## src/rtl/mem_resp_stage.sv

```systemverilog
// Memory-response pipeline stage: registers the instruction from the memory-request
// stage, waits for load data, aligns/extends it, and drops responses of flushed loads.
module mem_resp_stage #(
  parameter int PC_W      = 32,
  parameter int EX_W      = 6,
  parameter int DEST_W    = 5,
  parameter int MAX_OUTST = 2
) (
  input  logic              clk,
  input  logic              resetn,
  input  logic              in_valid,
  output logic              in_allow,
  output logic              out_valid,
  input  logic              out_allow,
  input  logic              flush,
  input  logic [EX_W-1:0]   in_ex,
  input  logic [PC_W-1:0]   in_pc,
  input  logic [DEST_W-1:0] in_dest,
  input  logic              in_reg_we,
  input  logic              in_load_op,
  input  logic [4:0]        in_load_type,
  input  logic [1:0]        in_offset,
  input  logic [31:0]       in_mem_value,
  input  logic              data_data_ok,
  input  logic [31:0]       data_rdata,
  output logic [EX_W-1:0]   out_ex,
  output logic [PC_W-1:0]   out_pc,
  output logic [DEST_W-1:0] out_dest,
  output logic              out_reg_we,
  output logic [31:0]       out_wb_value,
  output logic              load_pending
);
  // state   | meaning
  // S_EMPTY | no instruction held
  // S_WAIT  | load held, read data not yet returned
  // S_READY | instruction complete, presented to writeback
  typedef enum logic [1:0] {S_EMPTY, S_WAIT, S_READY} state_e;

  localparam int CNT_W = $clog2(MAX_OUTST + 1);
  localparam int CW2   = CNT_W + 2;

  state_e              state_q, state_d;
  logic [CNT_W-1:0]    cnt_q, cnt_d;
  logic [EX_W-1:0]     ex_q, ex_d;
  logic [PC_W-1:0]     pc_q, pc_d;
  logic [DEST_W-1:0]   dest_q, dest_d;
  logic                reg_we_q, reg_we_d;
  logic                load_q, load_d;
  logic [4:0]          type_q, type_d;
  logic [1:0]          offset_q, offset_d;
  logic [31:0]         mem_value_q, mem_value_d;
  logic [31:0]         data_q, data_d;

  logic                is_load, accept, cnt_zero, take, drop, inc_wait, inc_new;
  logic [CW2-1:0]      cnt_full;

  always_comb begin
    state_d     = state_q;
    ex_d        = ex_q;
    pc_d        = pc_q;
    dest_d      = dest_q;
    reg_we_d    = reg_we_q;
    load_d      = load_q;
    type_d      = type_q;
    offset_d    = offset_q;
    mem_value_d = mem_value_q;
    data_d      = data_q;

    is_load  = in_load_op && (in_ex == '0);
    in_allow = (state_q == S_EMPTY) || ((state_q == S_READY) && out_allow);
    accept   = in_valid && in_allow && !flush;
    cnt_zero = (cnt_q == '0);
    // A response belongs to an orphaned request first; only with none left is it ours.
    take     = data_data_ok && cnt_zero;
    drop     = data_data_ok && !cnt_zero;
    inc_wait = flush && (state_q == S_WAIT) && !take;
    inc_new  = flush && in_valid && is_load;

    if (flush) begin
      state_d = S_EMPTY;
    end else begin
      if ((state_q == S_WAIT) && take) begin
        state_d = S_READY;
        data_d  = data_rdata;
      end
      if ((state_q == S_READY) && out_allow) state_d = S_EMPTY;
      if (accept) begin
        ex_d        = in_ex;
        pc_d        = in_pc;
        dest_d      = in_dest;
        reg_we_d    = in_reg_we;
        load_d      = in_load_op;
        type_d      = in_load_type;
        offset_d    = in_offset;
        mem_value_d = in_mem_value;
        if (is_load && !take) begin
          state_d = S_WAIT;
        end else begin
          state_d = S_READY;
          if (is_load) data_d = data_rdata;
        end
      end
    end

    cnt_full = CW2'(cnt_q) + CW2'(inc_wait) + CW2'(inc_new) - CW2'(drop);
    if (cnt_full > CW2'(MAX_OUTST)) cnt_d = CNT_W'(MAX_OUTST);
    else                            cnt_d = cnt_full[CNT_W-1:0];
  end

  always_ff @(posedge clk) begin
    if (!resetn) begin
      state_q     <= S_EMPTY;
      cnt_q       <= '0;
      ex_q        <= '0;
      pc_q        <= '0;
      dest_q      <= '0;
      reg_we_q    <= 1'b0;
      load_q      <= 1'b0;
      type_q      <= '0;
      offset_q    <= '0;
      mem_value_q <= '0;
      data_q      <= '0;
    end else begin
      state_q     <= state_d;
      cnt_q       <= cnt_d;
      ex_q        <= ex_d;
      pc_q        <= pc_d;
      dest_q      <= dest_d;
      reg_we_q    <= reg_we_d;
      load_q      <= load_d;
      type_q      <= type_d;
      offset_q    <= offset_d;
      mem_value_q <= mem_value_d;
      data_q      <= data_d;
    end
  end

  always_ff @(posedge clk) begin
    if (resetn) begin
      a_outst_bound: assert (cnt_full <= CW2'(MAX_OUTST));
    end
  end

  logic [31:0] byte_sh;
  logic [15:0] half_v;

  always_comb begin
    byte_sh      = data_q >> {offset_q, 3'b000};
    half_v       = offset_q[1] ? data_q[31:16] : data_q[15:0];
    out_wb_value = mem_value_q;
    if (load_q && (ex_q == '0)) begin
      if (type_q[4])      out_wb_value = data_q;
      else if (type_q[3]) out_wb_value = {16'h0000, half_v};
      else if (type_q[2]) out_wb_value = {{16{half_v[15]}}, half_v};
      else if (type_q[1]) out_wb_value = {24'h000000, byte_sh[7:0]};
      else if (type_q[0]) out_wb_value = {{24{byte_sh[7]}}, byte_sh[7:0]};
      else                out_wb_value = data_q;
    end
  end

  assign out_valid    = (state_q == S_READY);
  assign load_pending = (state_q == S_WAIT);
  assign out_ex       = ex_q;
  assign out_pc       = pc_q;
  assign out_dest     = dest_q;
  assign out_reg_we   = reg_we_q && (ex_q == '0);

endmodule

```

## config.mk

```make
export PLATFORM = sky130hd
export DESIGN_NAME = mem_resp_stage
export DESIGN_NICKNAME = d
export VERILOG_FILES = /design/src/rtl/mem_resp_stage.sv
export SDC_FILE = /design/constraint.sdc
export NUM_CORES = 1
export LEC_CHECK = 0
export CAP_MARGIN = 20
export CELL_PAD_IN_SITES_DETAIL_PLACEMENT = 0
export CELL_PAD_IN_SITES_GLOBAL_PLACEMENT = 2
export CORE_MARGIN = 2
export CORE_UTILIZATION = 28
export DETAILED_ROUTE_END_ITERATION = 12
export GPL_TIMING_DRIVEN = 0
export PLACE_DENSITY_LB_ADDON = 0.08
export SETUP_SLACK_MARGIN = 0.3
export SLEW_MARGIN = 20
export SYNTH_ARGS = -nofsm -noshare
export SYNTH_HDL_FRONTEND = slang
export SYNTH_SLANG_ARGS = --single-unit
```

## constraint.sdc

```tcl
create_clock -name clk -period 6.7 [get_ports clk]
set_input_delay 1.675 -clock clk [delete_from_list [all_inputs] [get_ports clk]]
set_output_delay 1.675 -clock clk [all_outputs]
set_load 0.005 [all_outputs]
```

### Word-level counts from Yosys, hierarchy flattened

Index checks and enable logic that the tools add are counted.

| word-level totals | value |
|---|---|
| register bits | 120 |
| bits in latches | 0 |
| bits in writable memories | 0 |
| memory bits (read-only) | 0 |
| bits of input ports | 122 |
| word-level logic and storage cells | 63 |
| memories kept | 0 |

| operators by class | value |
|---|---|
| $add $sub $neg | 3 |
| multiply operators | 0 |
| divide/modulo/power cells | 0 |
| magnitude comparators | 1 |
| equality and inequality tests | 2 |
| shifts and indexed selects | 1 |
| multiplexer cells | 16 |
| bitwise gates (word level) | 2 |
| reductions and logical operators | 26 |

Operator list:

| operator | count |
|---|---|
| 2-to-1 mux 32 bit | 10 |
| right shift 32 x 5 -> 8 bit | 1 |
| 2-to-1 mux 16 bit | 1 |
| logical AND 1 bit | 14 |
| zero test 6 bit | 2 |
| 2-to-1 mux 2 bit | 5 |
| adder 3 x 1 -> 4 bit | 1 |
| greater-than comparator 4 x 2 -> 1 bit, second input constant | 1 |
| zero test 2 bit | 2 |
| OR reduction 2 bit | 2 |
| subtractor 4 x 1 -> 4 bit | 1 |
| adder 2 x 1 -> 3 bit | 1 |
| zero test 1 bit | 3 |
| nonzero test 3 bit | 1 |
| equality test 2 x 1 -> 1 bit, second input constant | 1 |
| equality test 2 bit, second input constant | 1 |
| NOT 1 bit | 2 |
| AND reduction 2 bit | 1 |
| logical OR 1 bit | 1 |

### Logic depth before layout (Yosys ltp)

Gate-level depths: netlist (run 1).

| depth | value |
|---|---|
| word-level depth | 9 |
| gate-level depth with buffers | 10 |

### Worst setup path before layout (run 1)

No wires, ideal clock.

| timing path | value |
|---|---|
| path kind | in2reg |
| start | input port in_ex[1] |
| end | register cnt_q[1] |
| data arrival time | 3.832 ns |
| data required time | 6.585 ns |
| slack | 2.753 ns |
| stages on the path | 10 |
| cell sequence | nor4_1 and3_1 buf_2 clkbuf_1 nand3_1 fa_1 fa_1 xnor2_1 nand3_1 and2_1 |

| on the way | value |
|---|---|
| longest elaborated chain between the ends | 7 |

Ends and longest elaborated chain:

| item | RTL line | source |
|---|---|---|
| start: declaration | 16 | `input logic [EX_W-1:0] in_ex,` |
| zero test 6 bit * | 69 | `is_load = in_load_op && (in_ex == '0);` |
| logical AND 1 bit * | 69 |  |
| logical AND 1 bit * | 77 | `inc_new = flush && in_valid && is_load;` |
| adder 3 x 1 -> 4 bit * | 105 | `cnt_full = CW2'(cnt_q) + CW2'(inc_wait) + CW2'(inc_new) - CW2'(drop);` |
| subtractor 4 x 1 -> 4 bit * | 105 |  |
| greater-than comparator 4 x 2 -> 1 bit | 106 | `if (cnt_full > CW2'(MAX_OUTST)) cnt_d = CNT_W'(MAX_OUTST);` |
| 2-to-1 mux 2 bit * | 106 |  |
| end signal: assignment | 125 | `cnt_q <= cnt_d;` |
| end: declaration | 43 | `logic [CNT_W-1:0] cnt_q, cnt_d;` |

Mark *: on every way between the ends. The rest lies on a longest branch, timed or not.
A chain may end at the register's enable or synchronous reset.

### Worst setup path after layout (run 1)

| timing path | value |
|---|---|
| start | register ex_q[5], in the netlist out_ex[5] |
| end | output port out_wb_value[14] |

| on the way | value |
|---|---|
| longest elaborated chain between the ends | 3 |

Ends and longest elaborated chain:

| item | RTL line | source |
|---|---|---|
| start: declaration | 44 | `logic [EX_W-1:0] ex_q, ex_d;` |
| start signal: assignment | 114 | `ex_q <= '0;` |
| start signal: assignment | 126 | `ex_q <= ex_d;` |
| zero test 6 bit | 151 | `if (load_q && (ex_q == '0)) begin` |
| logical AND 1 bit | 151 |  |
| 2-to-1 mux 32 bit | 151 |  |
| end: declaration | 30 | `output logic [31:0] out_wb_value,` |

No other way between the ends.

==> results.md, run 1 <==
- Avg Inst Size Synth: 7.55 sq um
- Clock-pin slew on the worst setup and hold paths: 0.06 ns
- Worst Hold Class: reg2reg
- Starting density of the core: 28.6%
- Crit end category: primary output
- WP buf/inv: 2
- Max_slew headroom: 51.3%
- Total Routed Length: 27000 microns
- Setup ws final: 2.15 ns
- Asr flop ratio synth: 0%
- Number of synthesized flops with an enable pin: 0
- Fin crit share: 67.9%
- DR pass1 iterations: 7
- Req. time, crit path: 5.03 ns
- Nets: 1236
- # setup viols final: 0
- Root buffer cell: clkbuf_16
- Port Buffers: 199
- CP cell instances: nor4_4 > and3_1 > buf_4 > nand2_1 > o311ai_1 > clkdlybuf4s50_1
- Max VDD drop: 0.144 mV
- Syn. warnings: 0
- Final Hold Vio Count: 0
- Inserted Clock Buffers: 17
- Crit Path Category: reg2out
- Synthesized area: 6740 sq um
- Fmax: 220 MHz
- Pins Over Slew Limit: 0
- Post-Layout Cell Count: 1442
- Setup Skew: 0.0145 ns
- Post-place setup slack: 1.73 ns
- Leakage: 3.51 nW
- Die ar.: 25300 sq um
- Hold slack: 0.450 ns
- Worst skew pair latency: 0.43 ns
- Row count: 56
- Share of cells above drive strength 1: 8.01%
- Hold path start: out_pc[12]$_SDFFE_PN0P_
- CTS-repair resized insts: 0
- P&R area growth vs syn: 44.6%
- Reg2reg end: cnt_q[1]$_SDFF_PN0_
- Detail Placement HPWL: 20400 microns
- FF-to-FF path depth: 10
- CTS tree: built
- Post-synthesis sequential area ratio: 35.7%
- Critical Path Start Type: flip-flop
- H-tree levels: 4
- Grt ovf: 0
- DRC: 0
- Reg2reg setup slack: 3.44 ns
- Outcome: finished, final reports clean
- Post-Place Cells: 1410
- Syn Nets: 1018
- CORE AREA: 23500 sq um
- Routability cong.: 0.842
- RSZ-0062 raised after global routing: false
- Worst path slowest cell: clkdlybuf4s50_1
- Post-CTS setup buffer count: 0
- CTS max path bufs: 2
- ANT nets after route: 0
- CP top delay family: simple AND/OR/NAND/NOR gates
- Setup TNS: 0 ns
- PD cells: 217 nW/um^2
- Arr. time, crit path: 2.88 ns
- I/O Pins: 201
- Average wire per standard cell: 18.7 microns
- Max-Cap Viols: 0
- Period minus WS final: 4.55 ns
- Clock sinks: 120
- Die height: 159 microns
- Distinct cells, synth: 49
- Worst-path maximum fanout: 8
- Vias per Instance: 5.02
- Cts hold-fix bufs: 0
- Post-Synthesis Cells: 892
- Worst hold path endpoint: out_pc[12]$_SDFFE_PN0P_
- ANT cells: 0
- GRT Util Overall: 20.9%
- Largest net degree at the start of global routing: 17
- Hold Crit Depth: 2
- Actual slew at the worst max-slew pin: 0.728 ns
- CP max stage delay: 0.61 ns
- Initial DRC count: 455
- Initial antenna violation count: 0
- Main flop type after synthesis: dfxtp_1
- Worst flop-to-flop path startpoint: state_q[0]$_SDFFE_PP0P_
- First-pass GRT wire length: 41400 microns
- Via Count: 7245
- Vias in the first global route: 7056
- #FFs+latches synth: 120
- Die width: 159 microns
[layer usage]
layer	global-route usage, %	part of all wire [%]	vias to the layer above
met1	29.4	48	3361
met3	4.04	5.2	22
met4	5.62	1.6	0
met2	32.9	46	228
met5	0	0	-
li1	-	-	3634
[how the worst max path moves through the flow]
stage	from	slack (ns)	depth (start not counted)	endpoint
3_3_place_gp	in_ex[1]	1.74	11	cnt_q[1]$_SDFF_PN0_
3_5_place_dp	in_ex[1]	1.73	11	cnt_q[1]$_SDFF_PN0_
2_1_floorplan	in_ex[1]	2.75	10	cnt_q[1]$_SDFF_PN0_
5_1_grt	in_ex[1]	1.90	11	cnt_q[0]$_SDFF_PP0_
4_1_cts	out_ex[5]$_SDFFE_PN0P_	2.16	6	out_wb_value[12]
6_report	out_ex[5]$_SDFFE_PN0P_	2.15	6	out_wb_value[14]
[cells in the mapped netlist, drive strengths merged (7+ instances only)]
library cell	n	area, sq um
nand2	244	916
dfxtp	120	2400
a21boi	84	631
nand3	46	235
nor2	46	173
buf	45	293
clkbuf	45	169
and3	35	219
o21ai	35	175
o2111ai	34	304
nand4	31	194
a21oi	27	135
o221ai	16	140
o22ai	15	93.8
a211oi	8	60.1
o311ai	8	70.1
mux2	7	78.8
o32a	7	70.1
[power breakdown]
group	switching, mW	internal [mW]	leakage, nW	total (mW)
registers	0.0239	0.742	0.977	0.766
clock network	0.378	0.593	0.299	0.971
logic	0.191	0.187	2.23	0.378
total	0.593	1.52	3.51	2.11
[stage by stage]
| stage | total power [mW] | util, % | area, sq um |
|---|---|---|---|
| 2_1_floorplan | 0.965 | - | 6740 |
| 5_1_grt | 2.21 | 41.4 | 9740 |
| 3_5_place_dp | 1.16 | 38.8 | 9130 |
| 6_report | 2.11 | 41.4 | 9740 |
| 3_3_place_gp | 1.16 | 38.8 | 9130 |
| 4_1_cts | 2.14 | 41.4 | 9740 |
[flip-flops by register name, indices dropped and copies added, names as in the netlist]
name	flops
cnt_q	2
data_q	32
load_q	1
mem_value_q	32
offset_q	2
out_dest	5
out_ex	6
out_pc	32
reg_we_q	1
state_q	2
type_q	5
[layout make-up]
cell class,instances,area (sq um)
buffer,90,462
clock buffer,17,425
clock inverter,15,190
fill,2546,13800
inverter,5,18.8
multi-input combinational,677,3850
sequential,120,2400
tap,319,399
timing repair buffer,199,1990
[kinds of logic after synthesis]
family	count (synthesis)	synth area share (%)
xor+xnor	1	0.130
buf+inv	95	7.13
compound gates	239	25.6
simple gates	422	28.6
flops	120	35.7
fa+ha+maj	4	0.966
mux	11	1.95
[cell usage in the layout (no fill, tap or decap), drive strengths merged, types with 2 or more instances in the layout]
cell type and n:
nand2 244, nor4b 2, nand2b 2, a21boi 84, mux2 7, bufinv 3, mux2i 3, nand4 31
o221ai 16, ha 2, clkdlybuf4s50 199, nor2 46, and2 4, nand3 46, clkinv 6, fa 2
o2111ai 34, dfxtp 120, and3 35, nor4 3, o311ai 8, o21ai 35, nor2b 5, a211oi 8
a21oi 27, o32a 7, o22ai 15, inv 10, clkbuf 62, buf 45
[worst reg2reg max path, delay by kind of cell (launching register included)]
family | cells | cell delay, ns
adders and majority gates | 3 | 1.15
buffers and inverters | 2 | 0.77
and+or+nand+nor | 4 | 0.63
DFF | 1 | 0.46
xor gates and xnor gates | 1 | 0.15
(Power assumes the default switching activity.)
==> run 2: changes to the inputs <==
--- a/config.mk
+++ b/config.mk
@@ -9,7 +9,7 @@
 export CELL_PAD_IN_SITES_DETAIL_PLACEMENT = 0
 export CELL_PAD_IN_SITES_GLOBAL_PLACEMENT = 2
 export CORE_MARGIN = 2
-export CORE_UTILIZATION = 28
+export CORE_UTILIZATION = 24
 export DETAILED_ROUTE_END_ITERATION = 12
 export GPL_TIMING_DRIVEN = 0
 export PLACE_DENSITY_LB_ADDON = 0.08
==> constraint.sdc (replaced) <==
create_clock -name clk -period 3.83 [get_ports clk]
set_input_delay 0.9575 -clock clk [delete_from_list [all_inputs] [get_ports clk]]
set_output_delay 0.9575 -clock clk [all_outputs]
set_load 0.005 [all_outputs]
==> run 2 against run 1 <==
  * Non-clock buffer count up 5
  * Routed wire length up 8.5%
  * First-iteration DRC count is 1.1% lower
  * Die area rose by 16%
  * Cell count rose by 4.4%
  * Flip-flop and latch count unchanged
  * Worst hold slack got worse by 0.0011 ns
  * Via count is 1.5% higher
  * Register-to-register slack lost 2.6 ns
  * Setup slack got worse by 1.8 ns
  * Power grew 75%
  * Clock power up 70%
  * Largest cell class unchanged
==> results.md, run 2 (synthesized netlist as in run 1, its figures left out) <==
- CORE AREA: 27700 sq um
- CP startpoint: type_q[2]$_SDFFE_PN0P_
- DR pass1 iterations: 5
- Port Buffers: 199
- DRC: 0
- DP Area: 9200 sq um
- ANT nets after route: 0
- Vias in the first global route: 7247
- Leakage: 3.90 nW
- # setup viols final: 0
- Req. time, crit path: 2.87 ns
- GRT Util Overall: 19.8%
- Initial antenna violation count: 1
- Via Count: 7356
- Reg2reg setup slack: 0.86 ns
- Worst setup path endpoint: out_wb_value[6]
- M1 WL: 14000 microns
- Period minus WS final: 3.51 ns
- CTS tree: built
- Routed wl met3: 1160 microns
- Max_slew headroom: 54.7%
- Root buffer cell: clkbuf_16
- Fillers: 2938
- Average wire per standard cell: 19.4 microns
- Critical Path Start Type: flip-flop
- Fin crit share: 91.7%
- Most common cell after layout, fill and taps aside: nand2_1
- Commonest non-fill, non-tap cells in the layout: 243 x nand2_1, 174 x clkdlybuf4s50_1, 119 x dfxtp_1, 44 x nand3_1, 44 x a21boi_0
- Starting density of the core: 24.3%
- Register area: 2410 sq um
- PD cells: 364 nW/um^2
- Pins Over Slew Limit: 0
- Final instance area: 10200 sq um
- Worst-path maximum fanout: 10
- Vias per Instance: 4.88
- Max Used Layer: met4
- Die ar.: 29400 sq um
- Detail Placement HPWL: 21800 microns
- Inserted Clock Buffers: 17
- I/O Pins: 201
- Actual slew at the worst max-slew pin: 0.680 ns
- Reg2reg end: cnt_q[1]$_SDFF_PN0_
- Crit end category: primary output
- Worst skew pair latency: 0.42 ns
- Initial DRC count: 450
- Largest net degree at the start of global routing: 17
- Setup TNS: 0 ns
- Die height: 172 microns
- P&R area growth vs syn: 51.2%
- Die width: 172 microns
- Final Hold Vio Count: 0
- Arr. time, crit path: 2.55 ns
- Area of the multi-input gates: 4130 sq um
- Met2 WL post-DR: 13700 microns
- Setup Skew: 0.0127 ns
- Worst Hold Class: reg2reg
- Final core occ: 36.8%
- Clock-pin slew on the worst setup and hold paths: 0.07 ns
- Outcome: finished, final reports clean
- Routability cong.: 0.805
- Share of cells above drive strength 1: 12.1%
- FF-to-FF path depth: 10
- RSZ-0062 raised after global routing: true
- ANT cells: 0
- Nets: 1241
- Crit Path Category: reg2out
- Max VDD drop: 0.257 mV
- H-tree levels: 4
- Total Routed Length: 29300 microns
- Worst flop-to-flop path startpoint: state_q[0]$_SDFFE_PP0P_
- Fmax: 285 MHz
- Row count: 61
- CTS max path bufs: 2
- First-pass GRT wire length: 43800 microns
- Max-Cap Viols: 0
- Clock sinks: 120
- Grt ovf: 0
[run 2: worst min-delay path by stage]
stage / startpoint / endpoint / slack, ns / cells past startpoint
3_5_place_dp: out_pc[21]$_SDFFE_PN0P_ / out_pc[21]$_SDFFE_PN0P_ / 0.44 / 2
4_1_cts: out_pc[21]$_SDFFE_PN0P_ / out_pc[21]$_SDFFE_PN0P_ / 0.45 / 2
2_1_floorplan: mem_value_q[0]$_SDFFE_PN0P_ / mem_value_q[0]$_SDFFE_PN0P_ / 0.44 / 2
3_3_place_gp: out_pc[26]$_SDFFE_PN0P_ / out_pc[26]$_SDFFE_PN0P_ / 0.44 / 2
6_report: out_pc[21]$_SDFFE_PN0P_ / out_pc[21]$_SDFFE_PN0P_ / 0.45 / 2
5_1_grt: out_pc[13]$_SDFFE_PN0P_ / out_pc[13]$_SDFFE_PN0P_ / 0.48 / 2
[run 2: layout make-up]
class / instances / share of cell area [%]
multi-input cells: 677 / 40.5
flip-flops and latches: 120 / 23.6
repair buffers: 204 / 20.1
plain buffers: 90 / 5.11
well taps: 378 / 4.64
clock buffers: 17 / 4.18
clock inverters: 15 / 1.63
inverters: 5 / 0.184
[run 2: per-layer routing]
metal,vias up,track usage (%)
met3,24,3.13
met2,182,31.9
met5,-,0
met1,3504,27.3
met4,0,5.38
li1,3646,-
[run 2: stage by stage]
step | total power, mW | std cells | hold slack [ns] | worst slack (ns)
final | 3.70 | 1506 | 0.449 | 0.319
after global routing | 3.88 | 1506 | 0.476 | 0.239
after CTS | 3.74 | 1503 | 0.454 | 0.213
after detailed placement | 2.05 | 1469 | 0.444 | -0.565
after global placement | 2.05 | 1469 | 0.441 | -0.586
after floorplan | 1.69 | 892 | 0.435 | 0.600
[run 2: report_power, final]
group,internal (mW),switching (mW)
Clock,0.972,0.678
Sequential,1.30,0.0434
Combinational,0.342,0.370
Total,2.61,1.09
[run 2: what timing repair did]
action | CTS | global route
pin swaps | 4 | 6
buffers inserted | 2 | 3
hold buffers | 0 | 0
gates resized for setup | 53 | 56
endpoints found under the setup margin | 34 | 23
[run 2: worst max-delay path, stage by stage, from the launching register on]
cell             delay, ns
dfxtp_1               0.29
buf_2                 0.18
or2_2                 0.30
buf_4                 0.20
o2111ai_4             0.28
o22ai_2               0.13
a21oi_2               0.20
clkdlybuf4s50_1       0.55
